File: config.mk
export PLATFORM = sky130hd
export DESIGN_NAME = mem_port_arbiter
export DESIGN_NICKNAME = d
export VERILOG_FILES = /design/src/rtl/mem_port_arbiter.sv
export SDC_FILE = /design/constraint.sdc
export NUM_CORES = 1
export LEC_CHECK = 0
export CAP_MARGIN = 0
export CORE_MARGIN = 5
export CORE_UTILIZATION = 41
export DETAILED_ROUTE_END_ITERATION = 6
export PLACE_DENSITY = 0.9
export SYNTH_ARGS = -nofsm -noshare
export SYNTH_HDL_FRONTEND = slang
export SYNTH_SLANG_ARGS = --single-unit
File: constraint.sdc
create_clock -name m_clk -period 5.15 [get_ports m_clk]
set_input_delay 0.7725 -clock m_clk [delete_from_list [all_inputs] [get_ports m_clk]]
set_output_delay 0.7725 -clock m_clk [all_outputs]
set_load 0.01 [all_outputs]
File: src/rtl/mem_port_arbiter.sv
`default_nettype none
// ============================================================================
// Module   : mem_port_arbiter
// Purpose  : Two-requester arbiter/sequencer for a single-port data memory.
//            Round-robin by default; MEM_ARB_FIXED_PRIO_EN gives port 0 fixed priority.
// Revision : 1.0
// ============================================================================
module mem_port_arbiter #(
    parameter int DWIDTH = 32,
    parameter int AWIDTH = 10
) (
    input  logic              m_clk,
    input  logic              m_rst,
    input  logic              r0_req,
    input  logic              r0_we,
    input  logic [AWIDTH-1:0] r0_addr,
    input  logic [DWIDTH-1:0] r0_wdata,
    input  logic [3:0]        r0_mask,
    output logic              r0_ack,
    output logic [DWIDTH-1:0] r0_rdata,
    output logic              r0_rvalid,
    input  logic              r1_req,
    input  logic              r1_we,
    input  logic [AWIDTH-1:0] r1_addr,
    input  logic [DWIDTH-1:0] r1_wdata,
    input  logic [3:0]        r1_mask,
    output logic              r1_ack,
    output logic [DWIDTH-1:0] r1_rdata,
    output logic              r1_rvalid,
    output logic              mem_ce,
    output logic              mem_wr_en,
    output logic [AWIDTH-1:0] mem_addr,
    output logic [DWIDTH-1:0] mem_wdata,
    output logic [3:0]        mem_mask,
    input  logic [DWIDTH-1:0] mem_rdata,
    output logic              busy
);

    typedef enum logic [1:0] {
        ST_IDLE   = 2'd0,
        ST_ACCESS = 2'd1,
        ST_RDWAIT = 2'd2
    } state_t;

    state_t            state_q;
    logic              gnt_q;
`ifndef MEM_ARB_FIXED_PRIO_EN
    logic              last_gnt_q;
`endif
    logic              r0_ack_q, r1_ack_q;
    logic              r0_rvalid_q, r1_rvalid_q;
    logic [DWIDTH-1:0] r0_rdata_q, r1_rdata_q;
    logic              mem_ce_q, mem_wr_en_q;
    logic [AWIDTH-1:0] mem_addr_q;
    logic [DWIDTH-1:0] mem_wdata_q;
    logic [3:0]        mem_mask_q;

    logic              gnt_d;
    logic              we_d;
    logic [AWIDTH-1:0] addr_d;
    logic [DWIDTH-1:0] wdata_d;
    logic [3:0]        mask_d;

    always_comb begin
        gnt_d = 1'b0;
        if (r0_req && r1_req) begin
`ifdef MEM_ARB_FIXED_PRIO_EN
            gnt_d = 1'b0;
`else
            gnt_d = ~last_gnt_q;
`endif
        end else if (r1_req) begin
            gnt_d = 1'b1;
        end
    end

    assign we_d    = gnt_d ? r1_we    : r0_we;
    assign addr_d  = gnt_d ? r1_addr  : r0_addr;
    assign wdata_d = gnt_d ? r1_wdata : r0_wdata;
    assign mask_d  = gnt_d ? r1_mask  : r0_mask;

    always_ff @(posedge m_clk or posedge m_rst) begin
        if (m_rst) begin
            state_q     <= ST_IDLE;
            gnt_q       <= 1'b0;
`ifndef MEM_ARB_FIXED_PRIO_EN
            last_gnt_q  <= 1'b1;
`endif
            r0_ack_q    <= 1'b0;
            r1_ack_q    <= 1'b0;
            r0_rvalid_q <= 1'b0;
            r1_rvalid_q <= 1'b0;
            r0_rdata_q  <= '0;
            r1_rdata_q  <= '0;
            mem_ce_q    <= 1'b0;
            mem_wr_en_q <= 1'b0;
            mem_addr_q  <= '0;
            mem_wdata_q <= '0;
            mem_mask_q  <= '0;
        end else begin
            r0_ack_q    <= 1'b0;
            r1_ack_q    <= 1'b0;
            r0_rvalid_q <= 1'b0;
            r1_rvalid_q <= 1'b0;
            mem_ce_q    <= 1'b0;
            mem_wr_en_q <= 1'b0;
            case (state_q)
                ST_IDLE: begin
                    if (r0_req || r1_req) begin
                        // Command fields are registered here so ACCESS drives them glitch-free.
                        gnt_q       <= gnt_d;
`ifndef MEM_ARB_FIXED_PRIO_EN
                        last_gnt_q  <= gnt_d;
`endif
                        mem_ce_q    <= 1'b1;
                        mem_wr_en_q <= we_d;
                        mem_addr_q  <= addr_d;
                        mem_wdata_q <= wdata_d;
                        mem_mask_q  <= we_d ? mask_d : 4'b0000;
                        r0_ack_q    <= ~gnt_d;
                        r1_ack_q    <= gnt_d;
                        state_q     <= ST_ACCESS;
                    end
                end
                ST_ACCESS: begin
                    state_q <= mem_wr_en_q ? ST_IDLE : ST_RDWAIT;
                end
                ST_RDWAIT: begin
                    if (gnt_q) begin
                        r1_rdata_q  <= mem_rdata;
                        r1_rvalid_q <= 1'b1;
                    end else begin
                        r0_rdata_q  <= mem_rdata;
                        r0_rvalid_q <= 1'b1;
                    end
                    state_q <= ST_IDLE;
                end
                default: state_q <= ST_IDLE;
            endcase
        end
    end

    assign r0_ack    = r0_ack_q;
    assign r1_ack    = r1_ack_q;
    assign r0_rvalid = r0_rvalid_q;
    assign r1_rvalid = r1_rvalid_q;
    assign r0_rdata  = r0_rdata_q;
    assign r1_rdata  = r1_rdata_q;
    assign mem_ce    = mem_ce_q;
    assign mem_wr_en = mem_wr_en_q;
    assign mem_addr  = mem_addr_q;
    assign mem_wdata = mem_wdata_q;
    assign mem_mask  = mem_mask_q;
    assign busy      = (state_q != ST_IDLE);

endmodule
`default_nettype wire

==> flow_summary_export.csv, run 1 <==
group,metric,value,unit
synthesis,syn_area_per_cell,16.2,µm²
worst_setup_path,ff2ff_path_depth,4,
final_layout,regArea,3000,µm²
synthesis,synthesis.area,5020,µm²
clocking,clockRootBuffer,"clkbuf_16",
timing,fin_worst_skew,0.00447,ns
synthesis,syn_inst,310,
routing,drtIter0Drc,165,
worst_setup_path,crit_end,"mem_addr[2]$_DFFE_PP0P_",
final_layout,areaGrowthSynthToFinish,62.7,%
status,status,"finished clean",
placement,place_congestion,0.811,
timing,tightest_slew,0.916,ns
clocking,path_clk_slew,0.05,ns
pwr,max-vdd-ir-drop,0.000398,V
placement,port_buffers,246,
routing,drcViolationCount,0,
global_routing,grt_pass1_wl,21300,µm
global_routing,overflow,0,
job,cap_violations,0,
routing,vias_per_cell,4.99,
final_layout,drive_gt1_frac,0.328,
timing,maxSlewHeadroom,0.388,
clocking,cts_tree,"yes",
clocking,numClockSinks,120,
final_layout,multi_input_comb_area,1880,µm²
synthesis,yosys_warnings,0,
worst_setup_path,r2r_setup_slack,2.90,ns
worst_setup_path,cp.required,5.44,ns
synthesis,synth_top_area_cell,"dfrtp_1",
synthesis,ys_seq_elements,120,
timing,setup_viol,0,
synthesis,synth_top_area_share,0.593,
worst_setup_path,crit_path_start,"r1_req",
floorplan,die_width,121,µm
worst_setup_path,cp-start-kind,"input port",
hold_path,hold_start,"mem_wr_en$_DFF_PP0_",
synthesis,synth_area_leaders,"dfrtp_1, mux2_2, buf_6",
global_routing,track_usage,0.191,
clocking,cts-buffers-inserted,17,
final_layout,final_nets,696,
routing,wl_per_cell,19.0,µm
final_layout,antenna_cells,0,
global_routing,grt_start_max_net_pins,47,
timing,post-route-min-period,2.77,ns
clocking,htree_num_levels,4,
clocking,ctsHoldBuffers,0,
pwr,power.leakage,3.38,nW
final_layout,fill_cells,840,
routing,vias,3621,
synthesis,synth_common_cells,"mux2_2, dfrtp_1, buf_4, buf_6, inv_1",
synthesis,yosys.cell_count.top_type,"mux2_2",
worst_setup_path,cp-end-kind,"register",
floorplan,dieArea,14600,µm²
hold_path,hold_class,"reg2reg",
synthesis,synth_cell_types,23,
global_routing,grt_pass1_vias,4015,
timing,fmax,361,MHz
global_routing,antenna_found_initial,0,
floorplan,coreArea,12000,µm²
routing,antenna_left,0,
timing,hold_viol_final,0,
timing,setup_ws,2.38,ns
synthesis,async_reset_ff_frac,1.00,
placement,pre_cts_ws,1.98,ns
floorplan,die_h,121,µm
synthesis,synth_flop_cell,"dfrtp_1",
clocking,postCtsSetupBuffers,0,
worst_setup_path,r2r-start,"last_gnt_q$_DFFE_PP1P_",
routing,first_pass_iters,4,
timing,setup_tns,0,ns
synthesis,synth_edf_count,0,
clocking,clock_latency,0.41,ns
worst_setup_path,worstSetupPathType,"in2reg",
routing,drt-total-wl,13800,µm
clocking,cts_resized,0,
worst_setup_path,cp_max_fo,29,
synthesis,syn-num-nets,440,
timing,rsz0062_at_grt,"false",
floorplan,ioPinCount,247,
clocking,cts_buffer_depth,2,
pwr,power-per-cell-area,614,nW/µm²
floorplan,initial_core_util,0.418,
placement,dp_hpwl,10300,µm
synthesis,seq_area_frac_synth,0.598,
floorplan,fp-row-count,40,
timing,drv_slew,0,
worst_setup_path,arrival,3.05,ns
timing,fin_crit_sh,0.538,
worst_setup_path,r2r-end,"mem_addr[2]$_DFFE_PP0P_",
worst min path at each step:
stage,to,cells after the start
floorplan,state_q[1]$_DFFE_PP0P_,1
global placement,state_q[1]$_DFFE_PP0P_,1
detailed placement,state_q[1]$_DFFE_PP0P_,1
CTS,state_q[1]$_DFFE_PP0P_,1
global route,state_q[1]$_DFFE_PP0P_,1
finish,state_q[1]$_DFFE_PP0P_,1
routing by layer:
metal | global-route usage | wire, µm | up-vias
met2 | 0.336 | 7310 | 163
li1 | - | - | 1631
met5 | 0 | 0 | -
met1 | 0.193 | 4890 | 1789
met3 | 0.0814 | 1120 | 38
met4 | 0.0935 | 453 | 0
critical path: stages:
cell and delay (ns):
clkdlybuf4s50_1 0.51, a21boi_4 0.76, buf_4 0.37, mux2_2 0.36, mux2_2 0.27
registers in the layout (all words and copies together), names as in the netlist, 2 cells and up:
| signal | flops |
|---|---|
| mem_wdata | 32 |
| r0_rdata | 32 |
| r1_rdata | 32 |
| mem_addr | 10 |
| mem_mask | 4 |
| state_q | 2 |
area by class of cell:
cell class / count / area share
inverters: 6 / 0.00337
multi-input cells: 169 / 0.229
repair buffers: 252 / 0.307
well taps: 147 / 0.0225
clock buffers: 24 / 0.0589
clock inverters: 8 / 0.0116
flip-flops and latches: 120 / 0.367
where the power goes:
| group | internal, mW | switching, mW | total, mW |
|---|---|---|---|
| logic | 1.38 | 0.814 | 2.19 |
| clock network | 0.746 | 0.399 | 1.15 |
| registers | 1.42 | 0.262 | 1.68 |
| total | 3.55 | 1.47 | 5.02 |
cells in the final DEF (no fill, tap or decap):
cell type          n
clkbuf_8           3
a32oi_1            1
o2bb2ai_1          4
nor3b_1            1
clkdlybuf4s50_1  246
nor4bb_1           1
mux2_1             1
dfstp_2            1
nor3b_4            1
a21boi_4           1
o21ai_2            1
mux2i_1            4
nor2_1             1
mux2_4             2
buf_4              6
clkinv_2           4
inv_1              4
dfrtp_1          119
or2b_1             1
clkbuf_1           4
and2_1             1
bufinv_16          2
nor2_2             1
clkbuf_16         17
clkinvlp_4         2
inv_4              2
nand3b_1           1
mux2_2           147
cell families (layout without fill, tap and decap cells):
kind of cell	Yosys count	after routing	synth area share
and+or+nand+nor	8	8	0.0134
AOI/OAI and AO/OA	7	7	0.0127
buffers and inverters	21	290	0.0304
DFF	120	120	0.598
muxes	154	154	0.346
stage by stage:
stage	hold slack [ns]	cell area (µm²)	cells	power, mW	utilization
2_1_floorplan	0.474	5020	310	2.68	-
3_3_place_gp	0.426	7600	694	3.82	0.633
3_5_place_dp	0.421	7600	694	3.91	0.633
4_1_cts	0.441	8180	726	5.09	0.681
5_1_grt	0.467	8180	726	5.28	0.681
6_report	0.437	8180	726	5.02	0.681
Power figures use the tool's default switching activity.
==> run 2: changes to the inputs <==
Clock period 5.15 ns to 2.8 ns, I/O delays scaled along.
==> flow_summary_export.csv, run 2 (synthesis results as in run 1) <==
group,metric,value,unit
status,status,"finished clean",
clocking,clock_latency,0.41,ns
placement,dpl_cell_area,7620,µm²
timing,fin_worst_skew,0.00903,ns
pwr,power.leakage,3.40,nW
timing,setup_viol,0,
routing,drt-total-wl,13800,µm
routing,vias,3595,
routing,vias_per_cell,4.95,
timing,setup_tns,0,ns
pwr,p_sw,2.78,mW
clocking,numClockSinks,120,
worst_setup_path,r2r-start,"state_q[0]$_DFFE_PP0P_",
worst_setup_path,cp_max_fo,5,
floorplan,initial_core_util,0.418,
final_layout,final_nets,696,
clocking,htree_num_levels,4,
pwr,pwr-share-clk,0.236,
routing,drcViolationCount,0,
clocking,cts_tree,"yes",
final_layout,final_common_cell,"clkdlybuf4s50_1",
worst_setup_path,crit_path_start,"state_q[0]$_DFFE_PP0P_",
job,cap_violations,0,
timing,drv_slew,0,
global_routing,grt_start_max_net_pins,69,
pwr,power_frac_seq,0.332,
final_layout,drive_gt1_frac,0.333,
final_layout,fin_area,8230,µm²
timing,hold_viol_final,0,
worst_setup_path,ff2ff_path_depth,4,
routing,first_pass_iters,4,
global_routing,track_usage,0.194,
timing,maxSlewHeadroom,0.556,
placement,dp_hpwl,10100,µm
pwr,power_frac_comb,0.432,
floorplan,coreArea,12000,µm²
pwr,max-vdd-ir-drop,0.000817,V
pwr,p_total,9.34,mW
timing,rsz0062_at_grt,"false",
timing,tightest_slew,0.666,ns
worst_setup_path,arrival,1.60,ns
floorplan,die_h,121,µm
worst_setup_path,cp.required,2.38,ns
final_layout,areaGrowthSynthToFinish,63.8,%
routing,antenna_left,0,
worst_setup_path,worstSetupPathType,"reg2out",
final_layout,final_util,0.685,
final_layout,antenna_cells,0,
placement,port_buffers,246,
placement,place_congestion,0.752,
clocking,cts_buffer_depth,2,
clocking,cts_resized,0,
clocking,clockRootBuffer,"clkbuf_16",
worst_setup_path,r2r-end,"mem_wdata[29]$_DFFE_PP0P_",
clocking,path_clk_slew,0.06,ns
global_routing,grt_pass1_vias,3965,
worst_setup_path,cp-end-kind,"output port",
clocking,cts-buffers-inserted,17,
global_routing,grt_pass1_wl,21600,µm
clocking,ctsHoldBuffers,0,
global_routing,overflow,0,
global_routing,antenna_found_initial,0,
routing,wl_per_cell,19.1,µm
final_layout,final_cell_mix,"clkdlybuf4s50_1, mux2_2, dfrtp_1",
timing,fin_crit_sh,0.720,
worst_setup_path,r2r_setup_slack,0.96,ns
worst_setup_path,crit_end,"busy",
pwr,intPower,6.56,mW
floorplan,ioPinCount,247,
floorplan,die_width,121,µm
timing,holdWs,0.442,ns
timing,fmax,496,MHz
hold_path,hold_class,"reg2reg",
timing,post-route-min-period,2.02,ns
floorplan,dieArea,14600,µm²
worst_setup_path,cp-start-kind,"register",
routing,drtIter0Drc,158,
floorplan,fp-row-count,40,
pwr,power-per-cell-area,1140,nW/µm²
pwr,swShare,0.298,
clocking,postCtsSetupBuffers,0,
-- run 2: cell types whose count changed in the layout (fill, tap and decap cells not counted), sizes merged --
cell,previous run,this run
bufinv,2,3
clkinvlp,2,4
clkbuf,24,18
inv,6,7
clkinv,4,6
-- run 2: worst max-delay path: stages, from the launching register on --
cell and delay (ns):
dfrtp_1 0.45, nor2_2 0.19, inv_1 0.07, clkdlybuf4s50_1 0.48
-- run 2: power by group through the flow --
stage | sequential (mW) | combinational [mW] | clock, mW
finish | 3.10 | 4.04 | 2.20
global route | 3.21 | 4.28 | 2.33
CTS | 3.11 | 4.11 | 2.24
detailed placement | 3.12 | 4.07 | 0
global placement | 3.06 | 3.96 | 0
floorplan | 3.46 | 1.48 | 0
-- run 2: how the worst min path moves through the flow --
stage / slack (ns) / start / cells after the start / to
detailed placement: 0.43 / mem_wr_en$_DFF_PP0_ / 1 / state_q[1]$_DFFE_PP0P_
floorplan: 0.47 / mem_wr_en$_DFF_PP0_ / 1 / state_q[1]$_DFFE_PP0P_
CTS: 0.44 / mem_wr_en$_DFF_PP0_ / 1 / state_q[1]$_DFFE_PP0P_
global route: 0.48 / mem_wr_en$_DFF_PP0_ / 1 / state_q[1]$_DFFE_PP0P_
global placement: 0.43 / mem_wr_en$_DFF_PP0_ / 1 / state_q[1]$_DFFE_PP0P_
finish: 0.44 / mem_wr_en$_DFF_PP0_ / 1 / state_q[1]$_DFFE_PP0P_
-- run 2: per-layer routing --
| layer | vias up | share of wire | global-route usage |
|---|---|---|---|
| met2 | 156 | 0.53 | 0.344 |
| met5 | - | 0 | 0 |
| met3 | 27 | 0.075 | 0.0702 |
| met4 | 0 | 0.026 | 0.0807 |
| li1 | 1626 | - | - |
| met1 | 1786 | 0.37 | 0.210 |
-- run 2: layout make-up --
cell class	count	area (µm²)
fillers	860	3780
well taps	147	184
inverters	6	28.8
flip-flops and latches	120	3000
multi-input cells	169	1880
clock buffers	18	429
repair buffers	252	2530
clock inverters	14	175
-- run 2: stage by stage --
| step | setup WS (ns) | std cells |
|---|---|---|
| 6_report | 0.783 | 726 |
| 5_1_grt | 0.700 | 726 |
| 3_3_place_gp | 0.652 | 694 |
| 3_5_place_dp | 0.604 | 694 |
| 4_1_cts | 0.762 | 726 |
| 2_1_floorplan | 0.911 | 310 |
==> variant 1: new RTL, config.mk and constraints of run 1 <==
Encoding of `state_t`: now one-hot (3 bits for 3 states).
--- a/src/rtl/mem_port_arbiter.sv
+++ b/src/rtl/mem_port_arbiter.sv
@@ -36,10 +36,10 @@
     output logic              busy
 );
 
-    typedef enum logic [1:0] {
-        ST_IDLE   = 2'd0,
-        ST_ACCESS = 2'd1,
-        ST_RDWAIT = 2'd2
+    typedef enum logic [2:0] {
+        ST_IDLE   = 3'b001,
+        ST_ACCESS = 3'b010,
+        ST_RDWAIT = 3'b100
     } state_t;
 
     state_t            state_q;
Function: no difference found for any inputs over 10 cycles, from zero or initial values and one cycle with m_rst high; not proved beyond that.
==> variant 1 against run 1 <==
  * Utilization up 0.28 points
  * Final area up 0.41%
  * Clock power is 4% higher
  * Sequential cell count is 1 higher
  * Count of clock-buffer cells in the layout shrank 7
  * Clock skew rose by 0.0073 ns
  * Setup slack got worse by 0.58 ns
  * Synthesized area about the same
  * Routed wire length increased by 12%
  * Total power is 3.5% lower
  * Non-clock buffer count is the same
  * Largest cell class unchanged
==> variant 1: results (changes against run 1) <==
| Metric | Value |
|---|---|
| Outcome | complete, no violations |
| Final GP Congestion | 0.7945 (-2.0%) |
| Largest net degree at the start of global routing | 83 (+77%) |
| Worst Setup EP | busy |
| Pre-CTS setup slack | 2.166 ns (+0.1842 ns) |
| Post-DP HPWL | 11,140 um (+8.5%) |
| Fin Hold WS | 0.4969 ns (+0.06034 ns) |
| Slew margin rel. | 13.73% (-25 points) |
| Hold Crit Endpoint | state_q[2]$_DFFE_PP0P_ |
| Net Sw Frac | 32.30% (+2.9 points) |
| Core Util, Final | 68.34% (+0.28 points) |
| Mux cell area share after synthesis | 19.22% (-15 points) |
| Slowest cell delay on critical path | 0.60 ns (-0.16 ns) |
| Synthesized net count | 532 (+21%) |
| Met3 Use GR | 7.250% (-0.89 points) |
| Setup Skew | 0.01180 ns (+0.007328 ns) |
| Met1 usage | 24.04% (+4.8 points) |
| Via density | 5.254 (+5.3%) |
| Crit path arrival time | 2.58 ns (-0.47 ns) |
| Ranking of synthesized cells by area | dfrtp_1 (59%), mux2_2 (15%), o21ai_0 (4.7%), mux2i_1 (4.0%), o211ai_1 (3.9%) |
| Met2 demand-to-capacity share in global routing | 36.33% (+2.7 points) |
| Complex-gate fraction of the synthesized area | 10.65% (+9.4 points) |
| Pleak | 3.519 nW (+4.0%) |
| First-pass GRT wire length | 24,270 um (+14%) |
| Setup crit start | state_q[0]$_DFFE_PP1P_ |
| GRT Overall Usage | 21.28% (+2.2 points) |
| Fmax | 298.5 MHz (-17%) |
| Slowest cell on crit path | dfstp_2 |
-- variant 1: changes by cell type after synthesis, sizes merged, moves of 2 or more --
cell            run 1  this run
buf                15        13
nor4b               0         2
o211ai              0        26
clkbuf              0        16
nor2                2         4
o21ai               1        59
mux2              150        68
o2bb2ai             4         0
a21o                0         2
mux2i               4        20
nand2               0        36
inv                 6         3
nand3               0        26
-- variant 1: power by group through the flow --
stage	logic (mW)	clock network, mW	registers, mW
2_1_floorplan	0.712	0	1.79
3_3_place_gp	1.97	0	1.61
3_5_place_dp	2.03	0	1.64
4_1_cts	2.04	1.21	1.64
5_1_grt	2.17	1.26	1.69
6_report	2.02	1.20	1.63
-- variant 1: final cells by class --
class | count | share of cell area (%)
Timing Repair Buffer | 252 | 30.54
Inverter | 4 | 0.2134
Clock inverter | 15 | 2.149
Sequential cell | 121 | 36.92
Tap cell | 147 | 2.241
Multi-Input combinational cell | 248 | 22.76
Clock buffer | 17 | 5.182
==> variant 2: new RTL, flow settings as in run 1 <==
Made on the original files. The parameter `AWIDTH` goes from 10 to 20.
--- a/src/rtl/mem_port_arbiter.sv
+++ b/src/rtl/mem_port_arbiter.sv
@@ -7,7 +7,7 @@
 // ============================================================================
 module mem_port_arbiter #(
     parameter int DWIDTH = 32,
-    parameter int AWIDTH = 10
+    parameter int AWIDTH = 20
 ) (
     input  logic              m_clk,
     input  logic              m_rst,
Ports: changed (resized mem_addr, r0_addr and r1_addr); port bits go from 247 to 277. No check against the original RTL was run, so the function may have changed too.
==> variant 2 against run 1 <==
  * Hold slack improved by 0.0077 ns
  * Total power increased by 6.4%
  * Critical path type unchanged
  * Synthesized cell count increased by 42%
  * Largest power group unchanged
  * Final area increased by 6.4%
  * Utilization increased by 1.2 points
  * Routed wire length increased by 15%
  * Sequential cell count increased by 10
  * Count of clock-buffer cells in the layout decreased by 5
  * Synthesized area increased by 4.0%
  * Critical endpoint is now mem_mask[2]$_DFFE_PP0P_
  * Setup slack got worse by 0.48 ns
  * Non-clock buffer count increased by 30
==> variant 2: results (changes against run 1) <==
| Metric | Value |
|---|---|
| Outcome | complete, no violations |
| Synth cell count leaders | dfrtp_1 (129), nand2_1 (120), a21o_1 (34), a22o_1 (32), mux2_2 (25) |
| Slew margin rel. | 12.04% (-27 points) |
| Comb pwr share | 44.0% (+0.4 points) |
| Final worst slack | 1.896 ns (-0.4847 ns) |
| WL met2 | 8018 um (+9.7%) |
| Complex-gate fraction of the synthesized area | 13.17% (+12 points) |
| Initial drt markers | 279 (+69%) |
| Pleak | 4.032 nW (+19%) |
| GRT Overall Usage | 21.06% (+2.0 points) |
| Hold Crit Class | reg2reg |
| VDD IR max | 0.0003433 V (-14%) |
| Vias in the first global route | 4,826 (+20%) |
| Mean Syn Cell Area | 11.85 um^2 (-27%) |
| Unique masters post-synth | 24 (+4.3%) |
| Synthesized net count | 591 (+34%) |
| Post-Layout Cell Count | 898 (+24%) |
| Setup Skew | 0.008394 ns (+0.003921 ns) |
| Wire length on met1 | 5899 um (+21%) |
| Met3 wire length | 1483 um (+32%) |
| Area after DPL | 0.008117 mm^2 (+6.8%) |
| Mux cell area share after synthesis | 11.49% (-23 points) |
| Via count | 4,441 (+23%) |
| Ranking of synthesized cells by area | dfrtp_1 (62%), nand2_1 (8.6%), mux2_2 (5.4%), a22o_1 (5.4%), a21o_1 (4.9%) |
| Fin Hold WS | 0.4443 ns (+0.007653 ns) |
| Port Buffers | 276 (+12%) |
| Skew-Pair Late Insertion Delay | around 0.40 ns |
| Crit path arrival time | 3.56 ns (+0.51 ns) |
| Worst r2r dst | mem_mask[2]$_DFFE_PP0P_ |
| Routed WL | 15,790 um (+15%) |
| Placed Cells incl. Taps | 867 (+25%) |
| PwrDens | 613.7 mW/mm^2 (about the same) |
| Post-DP HPWL | 11,860 um (+15%) |
| Largest net degree at the start of global routing | 56 (+19%) |
| Final GP Congestion | 0.7997 (-1.4%) |
| Met1 usage | 23.80% (+4.5 points) |
| First-pass GRT wire length | 24,440 um (+15%) |
| Final net count | 864 (+24%) |
| Warning count from the yosys run | 0 (unchanged) |
| Cells on worst reg2reg path | 5 (+1) |
| Layout fillers | 869 (+3.5%) |
| Register area share after synthesis | 62.27% (+2.5 points) |
| Met3 Use GR | 7.319% (-0.82 points) |
| Pre-CTS setup slack | 1.416 ns (-0.5658 ns) |
| Worst R2R Setup Slack | 2.52 ns (-0.38 ns) |
| Critical path peak fanout | 36 (+24%) |
| Met2 demand-to-capacity share in global routing | 36.39% (+2.8 points) |
| Net Sw Frac | 32.32% (+2.9 points) |
| Share of cells above drive strength 1 | 9.366% (-23 points) |
==> variant 2: cell types whose count changed after synthesis, moves of 20 or more <==
cell,change
a21o_1,+34
a22o_1,+32
mux2_2,-122
mux2i_1,+20
nand2_1,+120
o21ai_0,+24
==> variant 2: cell type report <==
| cell class | instances | area, um^2 | area share (%) |
|---|---|---|---|
| inverter | 7 | 28.78 | 0.3307 |
| tap | 172 | 215.2 | 2.473 |
| timing repair buffer | 282 | 2808 | 32.26 |
| clock buffer | 19 | 452.9 | 5.205 |
| multi-input combinational | 276 | 1810 | 20.81 |
| clock inverter | 12 | 132.6 | 1.524 |
| sequential | 130 | 3254 | 37.40 |
==> variant 2: worst max-delay path, cell delays in order <==
cell             delay [ns]
clkdlybuf4s50_1        0.56
a21boi_4               0.20
buf_4                  0.38
and2_1                 1.08
a32oi_1                0.30
o21ai_0                0.27
==> variant 2: kinds of logic after synthesis <==
logic type,count (synthesis)
DFF,130
and+or+nand+nor,126
AOI/OAI and AO/OA,94
muxes,56
buffers and inverters,35
